[src/rtl/pll_ctrl_pkg.sv]
// Shared definitions for the PLL lock controller: state encodings and parameter defaults.
package pll_ctrl_pkg;

  typedef enum logic [2:0] {
    ST_RST       = 3'd0,
    ST_WAIT_LOCK = 3'd1,
    ST_STABLE    = 3'd2,
    ST_RUN       = 3'd3,
    ST_FAIL      = 3'd4
  } pll_state_t;

  localparam int unsigned CNT_W   = 20;
  localparam int unsigned RETRY_W = 4;

  localparam int unsigned DEF_RST_CYCLES    = 16;
  localparam int unsigned DEF_LOCK_TIMEOUT  = 50000;
  localparam int unsigned DEF_STABLE_CYCLES = 1024;
  localparam int unsigned DEF_MAX_RETRY     = 3;

endpackage

[src/rtl/cdc_sync_bit.sv]
// Two-flop synchroniser bringing a single asynchronous level into the clk domain.
module cdc_sync_bit (
  input  logic clk,
  input  logic rst_n,
  input  logic d,
  output logic q
);

  logic meta;

  always_ff @(posedge clk or negedge rst_n) begin
    if (!rst_n) begin
      meta <= 1'b0;
      q    <= 1'b0;
    end else begin
      meta <= d;
      q    <= meta;
    end
  end

endmodule

[src/rtl/pll_lock_ctrl.sv]
// PLL bring-up sequencer: pulses the PLL reset, waits for a stable lock with bounded
// retries, then releases the downstream reset; drops back on lock loss or soft_rst.
module pll_lock_ctrl
  import pll_ctrl_pkg::*;
#(
  parameter int unsigned RST_CYCLES    = DEF_RST_CYCLES,
  parameter int unsigned LOCK_TIMEOUT  = DEF_LOCK_TIMEOUT,
  parameter int unsigned STABLE_CYCLES = DEF_STABLE_CYCLES,
  parameter int unsigned MAX_RETRY     = DEF_MAX_RETRY
) (
  input  logic               clk,
  input  logic               rst_n,
  input  logic               pll_lock,
  input  logic               soft_rst,
  output logic               pll_rst,
  output logic               sys_rst_n,
  output logic               locked,
  output logic               fail,
  output logic               lock_lost,
  output logic [RETRY_W-1:0] retry_cnt,
  output logic [2:0]         state_dbg
);

  localparam logic [CNT_W-1:0]   RST_LAST     = CNT_W'(RST_CYCLES - 1);
  localparam logic [CNT_W-1:0]   TIMEOUT_LAST = CNT_W'(LOCK_TIMEOUT - 1);
  localparam logic [CNT_W-1:0]   STABLE_LAST  = CNT_W'(STABLE_CYCLES - 1);
  localparam logic [RETRY_W-1:0] RETRY_MAX    = RETRY_W'(MAX_RETRY);

  logic               lock_s;
  pll_state_t         state, state_next;
  logic [CNT_W-1:0]   cnt, cnt_next;
  logic [RETRY_W-1:0] retry_next;
  logic               restart;
  logic               pll_rst_next, sys_rst_n_next, fail_next, lock_lost_next;

  cdc_sync_bit u_lock_sync (
    .clk   (clk),
    .rst_n (rst_n),
    .d     (pll_lock),
    .q     (lock_s)
  );

  always_ff @(posedge clk or negedge rst_n) begin
    if (!rst_n) begin
      state     <= ST_RST;
      cnt       <= '0;
      retry_cnt <= '0;
      pll_rst   <= 1'b1;
      sys_rst_n <= 1'b0;
      locked    <= 1'b0;
      fail      <= 1'b0;
      lock_lost <= 1'b0;
    end else begin
      state     <= state_next;
      cnt       <= cnt_next;
      retry_cnt <= retry_next;
      pll_rst   <= pll_rst_next;
      sys_rst_n <= sys_rst_n_next;
      locked    <= sys_rst_n_next;
      fail      <= fail_next;
      lock_lost <= lock_lost_next;
    end
  end

  always_comb begin
    state_next     = state;
    retry_next     = retry_cnt;
    lock_lost_next = 1'b0;
    restart        = 1'b0;

    if (soft_rst) begin
      // soft_rst wins, but a simultaneous lock loss in RUN is still reported
      state_next     = ST_RST;
      retry_next     = '0;
      restart        = 1'b1;
      lock_lost_next = (state == ST_RUN) && !lock_s;
    end else begin
      case (state)
        ST_RST: begin
          if (cnt == RST_LAST) state_next = ST_WAIT_LOCK;
        end
        ST_WAIT_LOCK: begin
          if (lock_s) begin
            state_next = ST_STABLE;
          end else if (cnt == TIMEOUT_LAST) begin
            if (retry_cnt == RETRY_MAX) begin
              state_next = ST_FAIL;
            end else begin
              state_next = ST_RST;
              retry_next = (retry_cnt == '1) ? retry_cnt : retry_cnt + RETRY_W'(1);
            end
          end
        end
        ST_STABLE: begin
          if (!lock_s) state_next = ST_WAIT_LOCK;
          else if (cnt == STABLE_LAST) state_next = ST_RUN;
        end
        ST_RUN: begin
          if (!lock_s) begin
            state_next     = ST_RST;
            retry_next     = '0;
            lock_lost_next = 1'b1;
          end
        end
        ST_FAIL: state_next = ST_FAIL;
        default: state_next = ST_RST;
      endcase
    end

    // Counter saturates so a long stay in RUN or FAIL never wraps into a stale match
    if (restart || (state_next != state)) cnt_next = '0;
    else if (cnt == '1)                    cnt_next = cnt;
    else                                   cnt_next = cnt + CNT_W'(1);

    // Outputs are decoded from the next state so they register in step with it
    pll_rst_next   = (state_next == ST_RST) || (state_next == ST_FAIL);
    sys_rst_n_next = (state_next == ST_RUN);
    fail_next      = (state_next == ST_FAIL);
  end

  assign state_dbg = state;

endmodule

[config.mk]
export PLATFORM = sky130hd
export DESIGN_NAME = pll_lock_ctrl
export DESIGN_NICKNAME = d
export VERILOG_FILES = /design/src/rtl/pll_ctrl_pkg.sv /design/src/rtl/cdc_sync_bit.sv /design/src/rtl/pll_lock_ctrl.sv
export SDC_FILE = /design/constraint.sdc
export NUM_CORES = 1
export LEC_CHECK = 0
export ABC_AREA = 1
export CAP_MARGIN = 20
export CORE_AREA = 3 3 71 73
export DETAILED_ROUTE_END_ITERATION = 10
export DIE_AREA = 0 0 74 76
export GPL_TIMING_DRIVEN = 0
export PLACE_DENSITY_LB_ADDON = 0.05
export SETUP_SLACK_MARGIN = 0.05
export SLEW_MARGIN = 10
export SYNTH_ARGS = -nofsm -noshare
export SYNTH_HDL_FRONTEND = slang
export SYNTH_SLANG_ARGS = --single-unit
[constraint.sdc]
create_clock -name clk -period 1.85 [get_ports clk]
set_input_delay 0.2775 -clock clk [delete_from_list [all_inputs] [get_ports clk]]
set_output_delay 0.2775 -clock clk [all_outputs]
set_load 0.02 [all_outputs]
==> flow_metrics.tcl, run 1 <==
set metrics [dict create \
    synth_area_sq_um 2078 \
    r2r-start "cnt[0]" \
    postCtsHoldBufs 0 \
    r2r_slack_ps 30 \
    required_ps 2080 \
    reg2regPathDepth 14 \
    drc 0 \
    numClockSinks 33 \
    n_antenna_cell 0 \
    nets 311 \
    grt_max_degree 34 \
    dieArea_sq_um 5624 \
    maxSlewViolCount 0 \
    leakagePower_uw 0.001219 \
    avgSynthCellArea_sq_um 7.932 \
    path_buf_inv 3 \
    fin_skew_ps 4.694 \
    ir_drop_uv 390.3 \
    status "complete, no violations" \
    ioPinCount 16 \
    finalCriticalPeriod_ps 1823 \
    p_clk_frac 0.389 \
    reg2reg_to "cnt[14]" \
    setup_viol 0 \
    slowest_delay_ps 410 \
    start_util 0.4708 \
    synthToLayoutAreaGrowth_pct 30.22 \
    port_buffers 15 \
    synth-seq-cells 33 \
    via_per_inst 5.025 \
    antenna_found_initial 0 \
    path_cells "ha_4 > nand2_4 > inv_4 > nand2_4 > inv_4 > nand3_4 > nand2_4 > nand2_2 > nand3_2 > nand3_2 > nor2_4 > nand2_8 > buf_12 > nor2_4" \
    hpwl_mm 3.195 \
    cts_buffers 5 \
    start_kind "flop" \
    finalCoreUtilization 0.6131 \
    die_w_um 74 \
    cap_violations 0 \
    pre_cts_slack_ps -250.5 \
    gp_congestion 0.8660 \
    p_sw_uw 359.6 \
    synth_fp_nets 268 \
    grt_pass1_vias 1627 \
    hold_viol 0 \
    synth-seq-area-share 0.3980 \
    critical-path-top-delay-family "simple AND/OR/NAND/NOR gates" \
    cts_root_buffer "clkbuf_8" \
    max_freq_mhz 548.6 \
    worstSetupEndpointType "flop" \
    combPwrFrac 0.080 \
    rsz0062_at_grt "true" \
    clkLatencyLatePin_ps 290 \
    drive_gt1_frac 0.3693 \
    final_cell_mix "nand2_1, inv_1, nor2_1" \
    hp-class "primary input to async pin" \
    firstDrtPassIters 4 \
    final_antenna_net_count 0 \
    synth_cell_types 29 \
    setup_slack_ps 27.04 \
    worstPathMaxFanout 5 \
    avgRoutedWirePerCell_um 13.40 \
    grt_pass1_wl_mm 7.555 \
    synth-warning-count 0 \
    fin_cells 358 \
    cts_buffer_depth 2 \
    finalPower_uw 1397 \
    path_common_cell "nand2_4" \
    worstMarginPinSlew_ps 724.0 \
    crit_arrival_ps 2050 \
    htreeDepth 2 \
    layout_commonest_cell "nand2_1" \
    power_density_nw_per_um2 516.1 \
    intPower_uw 1037 \
    grt_overflow 0 \
    nFillCells 397 \
    fin_crit_sh 0.9854 \
    critPathSlowestCell "dfrtp_1" \
    core_sq_um 4414 \
    netSwitchingFraction 0.2575 \
    grtUsageTotal 0.1730 \
    seqPwrFrac 0.531 \
    rows 24 \
    vias 1799 \
    die_y_um 76 \
    syn_inst 262 \
    drtIter0Drc 59 \
    dp_cells 329 \
    clk_pin_slew_ps 70 \
    relSlewSlack 0.5173 \
    cts_tree "done" \
    timing_worst_setup_path_type "flop to flop" \
    wirelength_mm 4.796 \
]
## per-layer routing
metal	routed length, um	vias up	track usage	part of all wire
li1	-	922	-	-
met2	2200	27	0.2624	0.46
met4	68	0	0.05435	0.014
met5	0	-	0	0
met1	2331	844	0.2421	0.49
met3	196	6	0.03958	0.041
## cell usage after synthesis (all sizes together)
cell | instances | area (sq um)
nand2 | 55 | 244.0
nor3 | 8 | 40.04
xnor2 | 2 | 17.52
inv | 37 | 138.9
xor2 | 8 | 70.07
o31ai | 1 | 7.510
a21oi | 3 | 15.01
nor3b | 1 | 7.510
nand3b | 2 | 15.01
ha | 2 | 25.02
dfrtp | 32 | 800.8
dfstp | 1 | 26.28
o21ai | 11 | 55.05
nand3 | 27 | 172.7
buf | 2 | 27.53
nand4 | 6 | 37.54
clkinv | 1 | 5.000
nor4 | 2 | 12.51
o22ai | 1 | 6.260
nor2 | 59 | 346.6
o211ai | 1 | 7.510
## worst max path at each step
stage	startpoint	endpoint	cells past startpoint
floorplan	cnt[0]	cnt[7]	12
global placement	soft_rst	cnt[7]	9
detailed placement	soft_rst	cnt[7]	9
CTS	cnt[0]	cnt[5]	14
global route	cnt[0]	cnt[6]	14
finish	cnt[0]	cnt[14]	14
## repair_timing
| item | CTS | global route |
|---|---|---|
| pin swaps | 6 | 10 |
| hold endpoints to repair | 0 | 0 |
| resized for setup | 21 | 32 |
| gates cloned | 2 | 0 |
| setup endpoints to repair | 15 | 23 |
| buffers inserted | 5 | 14 |
## metrics by stage
step	TNS, ps	hold WS (ps)	instance area (sq um)
floorplan	0	-18.09	2078
global placement	-9332	332.5	2293
detailed placement	-3398	337.1	2288
CTS	-231.2	64.88	2500
global route	-1643	94.46	2706
finish	0	36.18	2706
## worst register-to-register path, stage by stage (launching register included)
cell and delay (ps):
dfrtp_1 410, ha_4 170, nand2_4 70, inv_4 90, nand2_4 60, inv_4 60, nand3_4 80, nand2_4 90
nand2_2 60, nand3_2 80, nand3_2 80, nor2_4 170, nand2_8 100, buf_12 160, nor2_4 90
## flip-flops by register name, summed over array words and instances (netlist names)
| name | count |
|---|---|
| cnt | 20 |
| fail | 1 |
| lock_lost | 1 |
| locked | 1 |
| pll_rst | 1 |
| retry_cnt | 4 |
| state_dbg | 3 |
| u_lock_sync.meta | 1 |
| u_lock_sync.q | 1 |
## power groups by stage
stage	sequential, uW	clock [uW]	combinational, uW
2_1_floorplan	755	0	44.4
3_3_place_gp	754	0	82.8
3_5_place_dp	754	0	82.0
4_1_cts	740	563	105
5_1_grt	743	588	124
6_report	742	543	111
## cells by family (layout without fill, tap and decap cells)
family / after synthesis / in the layout / synth area share
AOI/OAI and AO/OA: 17 / 17 / 0.04395
xor gates and xnor gates: 10 / 10 / 0.04215
adders and majority gates: 2 / 2 / 0.01204
buffers and inverters: 40 / 84 / 0.08248
DFF: 33 / 33 / 0.3980
and+or+nand+nor: 160 / 160 / 0.4214
## final cells by class
class / instances / area (sq um) / area share
inverter: 38 / 152.6 / 0.05640
multi-input combinational: 189 / 1202 / 0.4443
clock inverter: 3 / 17.52 / 0.006472
buffer: 2 / 27.53 / 0.01017
clock buffer: 5 / 68.82 / 0.02543
tap: 52 / 65.06 / 0.02404
timing repair buffer: 36 / 330.3 / 0.1221
sequential: 33 / 842.1 / 0.3111
No activity file was read; power rests on OpenSTA's default activity.
==> run 2, diff against run 1 <==
--- a/config.mk
+++ b/config.mk
@@ -7,9 +7,9 @@
 export LEC_CHECK = 0
 export ABC_AREA = 1
 export CAP_MARGIN = 20
-export CORE_AREA = 3 3 71 73
+export CORE_AREA = 2 2 70 72
 export DETAILED_ROUTE_END_ITERATION = 10
-export DIE_AREA = 0 0 74 76
+export DIE_AREA = 0 0 72 74
 export GPL_TIMING_DRIVEN = 0
 export PLACE_DENSITY_LB_ADDON = 0.05
 export SETUP_SLACK_MARGIN = 0.05
==> constraint.sdc (replaced) <==
create_clock -name clk -period 2.23 [get_ports clk]
set_input_delay 0.3345 -clock clk [delete_from_list [all_inputs] [get_ports clk]]
set_output_delay 0.3345 -clock clk [all_outputs]
set_load 0.02 [all_outputs]
==> run 2 against run 1 <==
  * Sequential cell count unchanged
  * Core utilization decreased by 9.1 points
  * Non-clock buffer count fell by 21
  * Clock power shrank 7.0%
  * First-iteration DRC count is 69% higher
  * Clock skew rose by 0.53 ps
==> flow_metrics.tcl, run 2 (synthesis results as in run 1) <==
set metrics [dict create \
    core_sq_um 4598 \
    final_cell_mix "nand2_1, nor2_1, inv_1, dfrtp_1, nand3_1" \
    relSlewSlack 0.5140 \
    dp_cells 331 \
    drc 0 \
    path_cells "ha_1 > nand2_1 > inv_2 > nand2_1 > inv_2 > nand3_4 > a21oi_1 > nand3_2 > nand3_2 > nor2_4 > nand2_4 > buf_12 > nor2_4" \
    max_freq_mhz 511.0 \
    start_util 0.4520 \
    critPathSlowestCell "dfrtp_1" \
    tns_ps 0 \
    final_antenna_net_count 0 \
    leakagePower_uw 0.001104 \
    firstDrtPassIters 4 \
    reg2regPathDepth 13 \
    start_kind "flop" \
    timing_worst_setup_path_type "flop to flop" \
    rows 25 \
    synthToLayoutAreaGrowth_pct 15.47 \
    cts_buffer_depth 2 \
    grtUsageTotal 0.1850 \
    finalCoreUtilization 0.5219 \
    ir_drop_uv 315.7 \
    fin_crit_sh 0.8775 \
    worstSetupEndpointType "flop" \
    required_ps 2400 \
    gp_congestion 0.8199 \
    cts_root_buffer "clkbuf_8" \
    avgRoutedWirePerCell_um 12.42 \
    top_register "cnt" \
    antenna_found_initial 0 \
    fin_cells 339 \
    ioPinCount 16 \
    hpwl_mm 3.209 \
    port_buffers 15 \
    cts_buffers 5 \
    hp-class "primary input to async pin" \
    drive_gt1_frac 0.1965 \
    hold_ws_ps 100.6 \
    fin_skew_ps 5.228 \
    nFillCells 459 \
    place_area_sq_um 2291 \
    largest_reg_flops 20 \
    n_antenna_cell 0 \
    final-seq-area_sq_um 827.0 \
    reg2reg_to "cnt[14]" \
    die_y_um 74 \
    power_density_nw_per_um2 493.8 \
    critical-path-top-delay-family "simple AND/OR/NAND/NOR gates" \
    slowest_delay_ps 370 \
    grt_pass1_vias 1643 \
    layout_commonest_cell "nand2_1" \
    path_buf_inv 3 \
    finalCriticalPeriod_ps 1957 \
    rsz0062_at_grt "true" \
    status "complete, no violations" \
    r2r-start "cnt[1]" \
    setup_viol 0 \
    nets 290 \
    die_w_um 72 \
    grt_pass1_wl_mm 7.624 \
    wirelength_mm 4.209 \
    hold_viol 0 \
    dieArea_sq_um 5328 \
    htreeDepth 2 \
    drtIter0Drc 100 \
    vias 1701 \
    clk_pin_slew_ps 70 \
    cap_violations 0 \
    design_area_sq_um 2400 \
    r2r_slack_ps 270 \
    worstPathMaxFanout 10 \
    grt_max_degree 34 \
    cts_tree "done" \
    postCtsHoldBufs 0 \
    via_per_inst 5.018 \
    clkLatencyLatePin_ps 290 \
    worstMarginPinSlew_ps 728.9 \
    crit_arrival_ps 2130 \
    multi_input_area_sq_um 1087 \
    maxSlewViolCount 0 \
    numClockSinks 33 \
    grt_overflow 0 \
]
==> run 2: timing repair <==
item	CTS	global route
buffers inserted	0	0
resized for setup	0	2
endpoints found under the setup margin	0	5
==> run 2: worst max-delay path by stage <==
stage / start / to / slack (ps) / cells past startpoint
after floorplan: cnt[0] / cnt[7] / 470 / 12
after global placement: rst_n / state_dbg[1] / 100 / 1
after detailed placement: soft_rst / cnt[7] / 70 / 9
after CTS: cnt[1] / cnt[7] / 190 / 12
after global routing: cnt[1] / cnt[11] / 50 / 15
final: cnt[1] / cnt[14] / 270 / 13
==> run 2: final cells by class <==
type	instances	area share
Sequential cell	33	0.3446
Clock buffer	7	0.04015
Tap cell	54	0.02815
Timing Repair Buffer	15	0.06048
Inverter	38	0.05996
Multi-Input combinational cell	189	0.4531
Clock inverter	1	0.002086
Buffer	2	0.01147
==> run 2: metal layers <==
layer	vias to the layer above	global-route usage	part of all wire
met2	27	0.2788	0.43
met4	0	0.07338	0.025
li1	871	-	-
met1	793	0.2614	0.52
met3	10	0.04065	0.031
met5	-	0	0
==> run 2: power by group <==
group          switching (uW)  internal (uW)  total, uW  leakage [uW]
sequential               7.34            607        614      0.000449
clock                     226            279        505     0.0000542
combinational            44.2           21.9       66.1      0.000600
total                     277            908       1180       0.00110
==> run 2: per-stage QoR <==
stage	power [uW]	setup slack (ps)
6_report	1185	273.2
5_1_grt	1245	47.23
4_1_cts	1206	185.5
3_5_place_dp	693.6	72.22
3_3_place_gp	694.1	103.6
2_1_floorplan	663.2	474.1
==> run 2: worst reg2reg max path, cell delays in order, from the launching register on <==
cell	delay, ps
dfrtp_1	370
ha_1	160
nand2_1	100
inv_2	100
nand2_1	100
inv_2	100
nand3_4	100
a21oi_1	210
nand3_2	100
nand3_2	90
nor2_4	50
nand2_4	140
buf_12	200
nor2_4	40
